$ cat src/rtl/reset_sequencer_if.sv
// Handshake bundle for reset_sequencer: request/kick inputs, reset/status outputs.
// Watchdog signals exist only when RESET_SEQ_WDOG_EN is defined.
interface reset_sequencer_if #(
  parameter int unsigned NUM_OUT = 4
);
  logic               req_i;
  logic [NUM_OUT-1:0] rst_n_o;
  logic               busy_o;
  logic               done_o;
`ifdef RESET_SEQ_WDOG_EN
  logic               wdog_kick_i;
  logic               wdog_trip_o;

  modport master (
    input  req_i,
    input  wdog_kick_i,
    output rst_n_o,
    output busy_o,
    output done_o,
    output wdog_trip_o
  );

  modport slave (
    output req_i,
    output wdog_kick_i,
    input  rst_n_o,
    input  busy_o,
    input  done_o,
    input  wdog_trip_o
  );
`else
  modport master (
    input  req_i,
    output rst_n_o,
    output busy_o,
    output done_o
  );

  modport slave (
    output req_i,
    input  rst_n_o,
    input  busy_o,
    input  done_o
  );
`endif
endinterface

$ cat src/rtl/reset_sequencer.sv
// Ordered reset release: hold all outputs low, then release them one by one in index order.
// Optional idle watchdog that restarts the sequence is enabled by RESET_SEQ_WDOG_EN.
module reset_sequencer #(
  parameter int unsigned NUM_OUT        = 4,
  parameter int unsigned HOLD_CYCLES    = 16,
  parameter int unsigned STAGGER_CYCLES = 4,
  parameter int unsigned WDOG_CYCLES    = 1024
) (
  input  logic                clk_i,
  input  logic                rst_n_i,
  reset_sequencer_if.master   seq_io
);

  typedef enum logic [1:0] {StAssert, StHold, StRelease, StIdle} state_e;

  localparam int unsigned CntMax = (HOLD_CYCLES > STAGGER_CYCLES) ? HOLD_CYCLES : STAGGER_CYCLES;
  localparam int unsigned CntW   = (CntMax > 1) ? $clog2(CntMax) : 1;
  localparam int unsigned IdxW   = (NUM_OUT > 1) ? $clog2(NUM_OUT) : 1;

  localparam logic [CntW-1:0] HoldLast = CntW'(HOLD_CYCLES - 1);
  localparam logic [CntW-1:0] StagLast = CntW'(STAGGER_CYCLES - 1);
  localparam logic [IdxW-1:0] IdxLast  = IdxW'(NUM_OUT - 1);

  state_e             r_state;
  logic [CntW-1:0]    r_cnt;
  logic [IdxW-1:0]    r_idx;
  logic [NUM_OUT-1:0] r_rst_n;
  logic               r_busy;
  logic               r_done;

  logic               w_trip;
  logic               w_restart;
  logic [NUM_OUT-1:0] w_rel_mask;

  // A watchdog trip can only fire in idle, so it folds into the request path.
  assign w_restart  = seq_io.req_i | w_trip;
  assign w_rel_mask = NUM_OUT'(1) << r_idx;

  always_ff @(posedge clk_i or negedge rst_n_i) begin
    if (!rst_n_i) begin
      r_state <= StAssert;
      r_cnt   <= '0;
      r_idx   <= '0;
      r_rst_n <= '0;
      r_busy  <= 1'b1;
      r_done  <= 1'b0;
    end else begin
      r_done <= 1'b0;
      unique case (r_state)
        StAssert: begin
          r_state <= StHold;
          r_cnt   <= '0;
        end
        StHold: begin
          if (w_restart) begin
            r_rst_n <= '0;
            r_cnt   <= '0;
            r_idx   <= '0;
          end else if (r_cnt == HoldLast) begin
            r_rst_n[0] <= 1'b1;
            r_cnt      <= '0;
            if (NUM_OUT == 1) begin
              r_state <= StIdle;
              r_busy  <= 1'b0;
              r_done  <= 1'b1;
            end else begin
              r_state <= StRelease;
              r_idx   <= IdxW'(1);
            end
          end else begin
            r_cnt <= r_cnt + 1'b1;
          end
        end
        StRelease: begin
          if (w_restart) begin
            r_state <= StHold;
            r_rst_n <= '0;
            r_cnt   <= '0;
            r_idx   <= '0;
          end else if (r_cnt == StagLast) begin
            r_rst_n <= r_rst_n | w_rel_mask;
            r_cnt   <= '0;
            if (r_idx == IdxLast) begin
              r_state <= StIdle;
              r_busy  <= 1'b0;
              r_done  <= 1'b1;
            end else begin
              r_idx <= r_idx + 1'b1;
            end
          end else begin
            r_cnt <= r_cnt + 1'b1;
          end
        end
        StIdle: begin
          if (w_restart) begin
            r_state <= StHold;
            r_rst_n <= '0;
            r_busy  <= 1'b1;
            r_cnt   <= '0;
            r_idx   <= '0;
          end
        end
        default: begin
          r_state <= StAssert;
        end
      endcase
    end
  end

  assign seq_io.rst_n_o = r_rst_n;
  assign seq_io.busy_o  = r_busy;
  assign seq_io.done_o  = r_done;

`ifdef RESET_SEQ_WDOG_EN
  localparam int unsigned    WdW    = (WDOG_CYCLES > 2) ? $clog2(WDOG_CYCLES) : 1;
  localparam logic [WdW-1:0] WdTrip = WdW'(WDOG_CYCLES - 2);

  logic [WdW-1:0] r_wd;
  logic           r_trip;

  // Trips on the edge where the idle count would reach WDOG_CYCLES-1.
  assign w_trip = (r_state == StIdle) && !seq_io.wdog_kick_i && (r_wd == WdTrip);

  always_ff @(posedge clk_i or negedge rst_n_i) begin
    if (!rst_n_i) begin
      r_wd   <= '0;
      r_trip <= 1'b0;
    end else begin
      r_trip <= w_trip;
      if ((r_state != StIdle) || w_trip || seq_io.req_i || seq_io.wdog_kick_i) begin
        r_wd <= '0;
      end else begin
        r_wd <= r_wd + 1'b1;
      end
    end
  end

  assign seq_io.wdog_trip_o = r_trip;
`else
  logic w_unused_wdog;

  assign w_trip        = 1'b0;
  assign w_unused_wdog = ^WDOG_CYCLES;
`endif

endmodule

$ cat src/flat_wrapper.sv
// flat-port wrapper written by rule: the top's interface ports become plain ports
module reset_sequencer_flat 
#(
  parameter int unsigned NUM_OUT        = 4,
  parameter int unsigned HOLD_CYCLES    = 16,
  parameter int unsigned STAGGER_CYCLES = 4,
  parameter int unsigned WDOG_CYCLES    = 1024
)
  (clk_i, rst_n_i, seq_io_req_i, seq_io_rst_n_o, seq_io_busy_o, seq_io_done_o);
  reset_sequencer_if #(.NUM_OUT(NUM_OUT)) seq_io_i ();
  input  logic clk_i;
  input  logic rst_n_i;
  input wire logic [$bits(seq_io_i.req_i)-1:0] seq_io_req_i;
  output wire logic [$bits(seq_io_i.rst_n_o)-1:0] seq_io_rst_n_o;
  output wire logic [$bits(seq_io_i.busy_o)-1:0] seq_io_busy_o;
  output wire logic [$bits(seq_io_i.done_o)-1:0] seq_io_done_o;
  assign seq_io_i.req_i = seq_io_req_i;
  assign seq_io_rst_n_o = seq_io_i.rst_n_o;
  assign seq_io_busy_o = seq_io_i.busy_o;
  assign seq_io_done_o = seq_io_i.done_o;
  reset_sequencer #(.NUM_OUT(NUM_OUT), .HOLD_CYCLES(HOLD_CYCLES), .STAGGER_CYCLES(STAGGER_CYCLES), .WDOG_CYCLES(WDOG_CYCLES)) u_core (.clk_i(clk_i), .rst_n_i(rst_n_i), .seq_io(seq_io_i));
endmodule
$ cat config.mk
export PLATFORM = sky130hd
export DESIGN_NAME = reset_sequencer_flat
export DESIGN_NICKNAME = d
export VERILOG_FILES = /design/src/rtl/reset_sequencer_if.sv /design/src/rtl/reset_sequencer.sv /design/src/flat_wrapper.sv
export SDC_FILE = /design/constraint.sdc
export NUM_CORES = 1
export LEC_CHECK = 0
export ABC_AREA = 1
export CELL_PAD_IN_SITES_DETAIL_PLACEMENT = 0
export CELL_PAD_IN_SITES_GLOBAL_PLACEMENT = 2
export CORE_ASPECT_RATIO = 0.8
export CORE_MARGIN = 4
export CORE_UTILIZATION = 32
export DETAILED_ROUTE_END_ITERATION = 6
export PLACE_DENSITY_LB_ADDON = 0.1
export SLEW_MARGIN = 10
export SYNTH_ARGS = -nofsm -noshare
export SYNTH_HDL_FRONTEND = slang
export SYNTH_SLANG_ARGS = --single-unit
$ cat constraint.sdc
create_clock -name clk_i -period 1.8 [get_ports clk_i]
set_input_delay 0.36 -clock clk_i [delete_from_list [all_inputs] [get_ports clk_i]]
set_output_delay 0.36 -clock clk_i [all_outputs]
set_load 0.02 [all_outputs]
* Word-level counts from Yosys, hierarchy flattened
Cells that the tools add are included.
** Word-level totals
- Register bits :: 14
- Input bits :: 3
- Output and inout bits :: 6
** Cells by class
- Add/subtract/negate cells :: 2
- Eq/ne operators :: 17
- Shift-type cells :: 1
- Muxes and demuxes :: 35
- Bitwise logic cells :: 1
- Reductions and logical operators :: 8
** Operators with widths (count)
- 4-bit 2-to-1 mux :: 7
- 2-bit 2-to-1 mux :: 12
- 4-bit one-hot mux with 4 select lines :: 1
- 5-bit AND reduction :: 3
- 4-bit one-hot mux with 3 select lines :: 1
- 1-bit 2-to-1 mux :: 10
- 3-bit by 2-bit inequality test with 1-bit output (second input constant) :: 3
- 2-bit inequality test (second input constant) :: 4
- 2-bit one-hot mux with 4 select lines :: 1
- 4-bit AND reduction :: 2
- 2-bit equality test (second input constant) :: 3
- 2-bit by 1-bit inequality test with 1-bit output (second input constant) :: 3
- 2-bit one-hot mux with 3 select lines :: 1
- 4-bit by 1-bit adder with 4-bit output (second input constant) :: 1
- 4-bit by 2-bit equality test with 1-bit output (second input constant) :: 1
- 4-bit equality test (second input constant) :: 1
- 4-bit bitwise OR :: 1
- 1-bit by 2-bit << shifter with 4-bit output (first input constant) :: 1
- 3-bit 2-to-1 mux :: 1
- 3-bit inequality test (second input constant) :: 1
- 3-bit nonzero test :: 1
- 2-bit by 1-bit adder with 2-bit output (second input constant) :: 1
- 2-bit by 1-bit equality test with 1-bit output (second input constant) :: 1
- 2-bit zero test :: 1
- 2 further kinds :: 2

* Logic depth before layout (Yosys ltp)
- Depth after elaboration :: 5
- Mapped depth :: 10

* Worst setup path after synthesis
Ideal clock, no wire load.
- Kind :: register -> register
- Start :: register u_core.r_state[0]
- End :: register u_core.r_state[0]
- Library setup time :: 0.117 ns
- Data arrival time :: 1.194 ns
- Required time :: 1.683 ns
- Slack :: 0.490 ns
- Cell stages (with the launch flop) :: 10
- Buffers on the path :: 0
- Cells stage by stage :: dfrtp_1 inv_1 ha_1 inv_2 nor2_4 nand2_1 nand2_1 nor2_1 nand3_1 nand2_1
** Between the ends
- Word-level cells in the longest chain between the ends :: 3
- Elaborated cells between the ends (all ways) :: 11
- Those cells by class :: eq/ne: 8; mux: 1; reduce/logical: 2
** RTL lines
- start, declared :: line reset_sequencer.sv:24 : state_e r_state;
- start signal, assigned :: line reset_sequencer.sv:41 : r_state <= StAssert;
- start signal, assigned :: line reset_sequencer.sv:51 : r_state <= StHold;
- start signal, assigned :: line reset_sequencer.sv:63 : r_state <= StIdle;
- 2-bit equality test / 2-bit by 1-bit equality test with 1-bit output (equally long branches) :: line reset_sequencer.sv:49 : unique case (r_state)
- 3-bit by 2-bit inequality test with 1-bit output (no line) (tied with other cells)
- 5-bit AND reduction (no line)
Parallel ways exist; a longest one is shown, timed or not.
A chain may end at the register's enable or synchronous reset.

* Final worst setup path
- Start :: register u_core.r_rst_n[0] (netlist: u_core.seq_io.rst_n_o[0])
- End :: output port seq_io_rst_n_o[0]
** RTL lines
- start, declared :: line reset_sequencer.sv:27 : logic [NUM_OUT-1:0] r_rst_n;
- start signal, assigned :: line reset_sequencer.sv:81 : r_rst_n <= r_rst_n | w_rel_mask;
- end, declared :: line flat_wrapper.sv:14 : output wire logic [$bits(seq_io_i.rst_n_o)-1:0] seq_io_rst_n_o;
No word-level cell between the ends.

==> impl_metrics.py <==
metrics = {
    "global_routing": {
        "grt_max_degree": 9,
        "grt_pass1_wl_mm": 3.477,
        "grt_overflow": 0,
        "first_global_vias": 759,
        "antenna_found_initial": 0,
        "grt_usage": 0.1237,
    },
    "logic_synthesis": {
        "synthCells": 111,
        "synth_edf_count": 0,
        "ys_top_cells_by_area": "dfrtp_1 (36%), ha_1 (13%), nand2_1 (12%)",
        "syn-mean-instance-area_um2": 8.082,
        "ys_ff_latch": 14,
        "synth_top_cell_by_area": "dfrtp_1",
        "yosysWarnings": 0,
        "syn_area_um2": 897.1,
        "ys_seq_area_frac": 0.3919,
        "ys_types": 21,
        "synth_top_area_frac": 0.3626,
        "ys_async_sr_fraction": 1.000,
        "synth_ff_type": "dfrtp_1",
        "synth_nets": 123,
    },
    "timing": {
        "worstMarginPinSlew_ns": 0.3663,
        "tns_ns": 0,
        "rsz0062_at_grt": "false",
        "min_period_ns": 1.650,
        "timing.final.ws_setup_ns": 0.1500,
        "fmaxAchievable_mhz": 606.1,
        "setup_viol": 0,
        "clock_skew_ns": 0.007663,
        "period_share": 0.9166,
        "drv_slew": 0,
        "hold_viol": 0,
        "maxSlewHeadroom": 0.7551,
    },
    "placed_design": {
        "port_buffers": 8,
        "place_congestion": 0.7597,
        "hpwl_mm": 1.614,
        "place_area_um2": 1037,
        "preCtsSetupSlack_ns": 0.06798,
    },
    "floorplanning": {
        "die_h_um": 55.36,
        "num_rows": 16,
        "coreArea_um2": 2562,
        "dieArea_um2": 3720,
        "io_pins": 9,
        "initial_core_util": 0.3501,
        "die_width_um": 67.20,
    },
    "finish": {
        "diodes": 0,
        "nets": 138,
        "ff_latch_area_um2": 351.6,
        "nFillCells": 292,
        "areaGrowthSynthToFinish_pct": 19.94,
        "multi_input_area_um2": 481.7,
        "fin_area_um2": 1076,
        "layout-drive-gt1-share": 0.1280,
        "post-route-util": 0.4199,
    },
    "clock_network": {
        "cts_buffer_depth": 2,
        "cts_hold_buf": 0,
        "htree_levels": 1,
        "numCtsBuffers": 3,
        "root_buffer": "clkbuf_4",
        "post-cts-setup-buffers": 0,
        "ctsResizeCount": 0,
        "cts.sinks": 14,
        "cts_tree": "built",
        "insertion_delay_ns": 0.28,
        "clk_pin_slew_worst_paths_ns": 0.09,
    },
    "critical_path": {
        "slowest_delay_ns": 0.61,
        "critPathBufInv": 1,
        "slowest_stage": "clkdlybuf4s50_1",
        "cp_max_fo": 3,
        "path_cells": "clkdlybuf4s50_1",
        "worstPathArrival_ns": 1.29,
        "end_kind": "output port",
        "worstPathRequired_ns": 1.44,
        "cp_top_family": "buffers and inverters",
        "startpoint_type": "register",
        "crit_type": "reg -> out",
    },
    "min_path": {
        "min_path_type": "in -> async",
    },
    "run": {
        "cap_violations": 0,
    },
    "route": {
        "drt_first_iter_violations": 20,
        "drc": 0,
        "antenna_left": 0,
        "wirelength_mm": 1.994,
        "drt-vias-per-instance": 4.509,
        "dr.pass1.iters": 3,
        "via_count": 726,
        "wl_per_cell_um": 12.39,
    },
    "outcome": {
        "status": "complete, no violations",
    },
    "pwr": {
        "leakage_nw": 0.5277,
        "vdd_drop_max_uv": 549.3,
        "power.density_nw_per_um2": 1250,
        "total_power_mw": 1.345,
    },
}
[metal layers]
metal,track usage,up-vias,share of wire
met5,0,-,0
met4,0.01734,0,0.0060
met3,0.05274,2,0.044
met2,0.1709,11,0.40
met1,0.1807,328,0.55
li1,-,385,-
[worst paths after layout]
path | from | end | slack (ns) | cells after the start
max reg2reg | u_core.r_state[0]$_DFFE_PN0P_ | u_core.r_state[0]$_DFFE_PN0P_ | 0.28 | 9
min reg2reg | u_core.seq_io.busy_o$_DFFE_PN1P_ | u_core.seq_io.busy_o$_DFFE_PN1P_ | 0.48 | 2
min | rst_n_i | u_core.r_cnt[2]$_DFFE_PN0N_ | 0.34 | 1
max in group asynchronous | rst_n_i | u_core.seq_io.rst_n_o[3]$_DFFE_PN0P_ | 1.00 | 2
min in group clk_i | u_core.seq_io.busy_o$_DFFE_PN1P_ | u_core.seq_io.busy_o$_DFFE_PN1P_ | 0.48 | 2
max | u_core.seq_io.rst_n_o[0]$_DFFE_PN0P_ | seq_io_rst_n_o[0] | 0.15 | 1
[cell usage in the layout (no fill, tap or decap), types with 2 or more instances in the layout]
master,Yosys,final
inv_2,2,2
dfrtp_1,13,13
nor2_1,6,6
o21ai_1,4,4
o211ai_1,3,3
clkbuf_4,0,3
a21oi_1,4,4
ha_1,9,9
nand4_1,3,3
clkdlybuf4s50_1,0,7
nand3_1,8,8
inv_1,15,15
nand2_1,29,29
o21ai_0,3,3
o21bai_1,2,2
buf_4,0,2
nor2_4,3,3
[cell type report]
| cell class | count | area share |
|---|---|---|
| multi-input combinational | 80 | 0.4477 |
| tap | 36 | 0.04186 |
| sequential | 14 | 0.3267 |
| clock buffer | 4 | 0.03372 |
| timing repair buffer | 10 | 0.09070 |
| inverter | 17 | 0.05930 |
[flip-flops by register name (all words and copies together) (netlist names)]
register and cells:
u_core.r_idx 2, u_core.seq_io.rst_n_o 4, u_core.r_state 2, u_core.seq_io.done_o 1
u_core.r_cnt 4, u_core.seq_io.busy_o 1
[synthesized netlist by cell type, types with 2 or more instances]
cell type and count:
o21bai_1 2, nor2_1 6, dfrtp_1 13, nand3_1 8, ha_1 9, a21oi_1 4
o21ai_1 4, o21ai_0 3, nor2_4 3, inv_1 15, inv_2 2, nand2_1 29
o211ai_1 3, nand4_1 3
[logic make-up after synthesis]
kind of cell	after synthesis	share of synthesized area
AO/OA/AOI/OAI	16	0.1032
XOR/XNOR	1	0.009765
adder cells (fa/ha/maj)	9	0.1255
buffers and inverters	17	0.07113
flip-flops	14	0.3919
multiplexers	1	0.01116
AND/OR/NAND/NOR	53	0.2873
[report_power, final]
group	leakage (nW)	switching (mW)	internal [mW]	total [mW]
logic	0.321	0.413	0.245	0.658
clock network	0.0210	0.109	0.123	0.232
registers	0.186	0.0611	0.394	0.455
[through the flow]
step                      hold WS [ns]  instances
after global placement          0.4664        157
final                           0.3430        161
after detailed placement        0.4730        157
after floorplan                0.06441        111
after CTS                       0.3427        161
after global routing            0.3447        161
No activity file was read; power rests on OpenSTA's default activity.
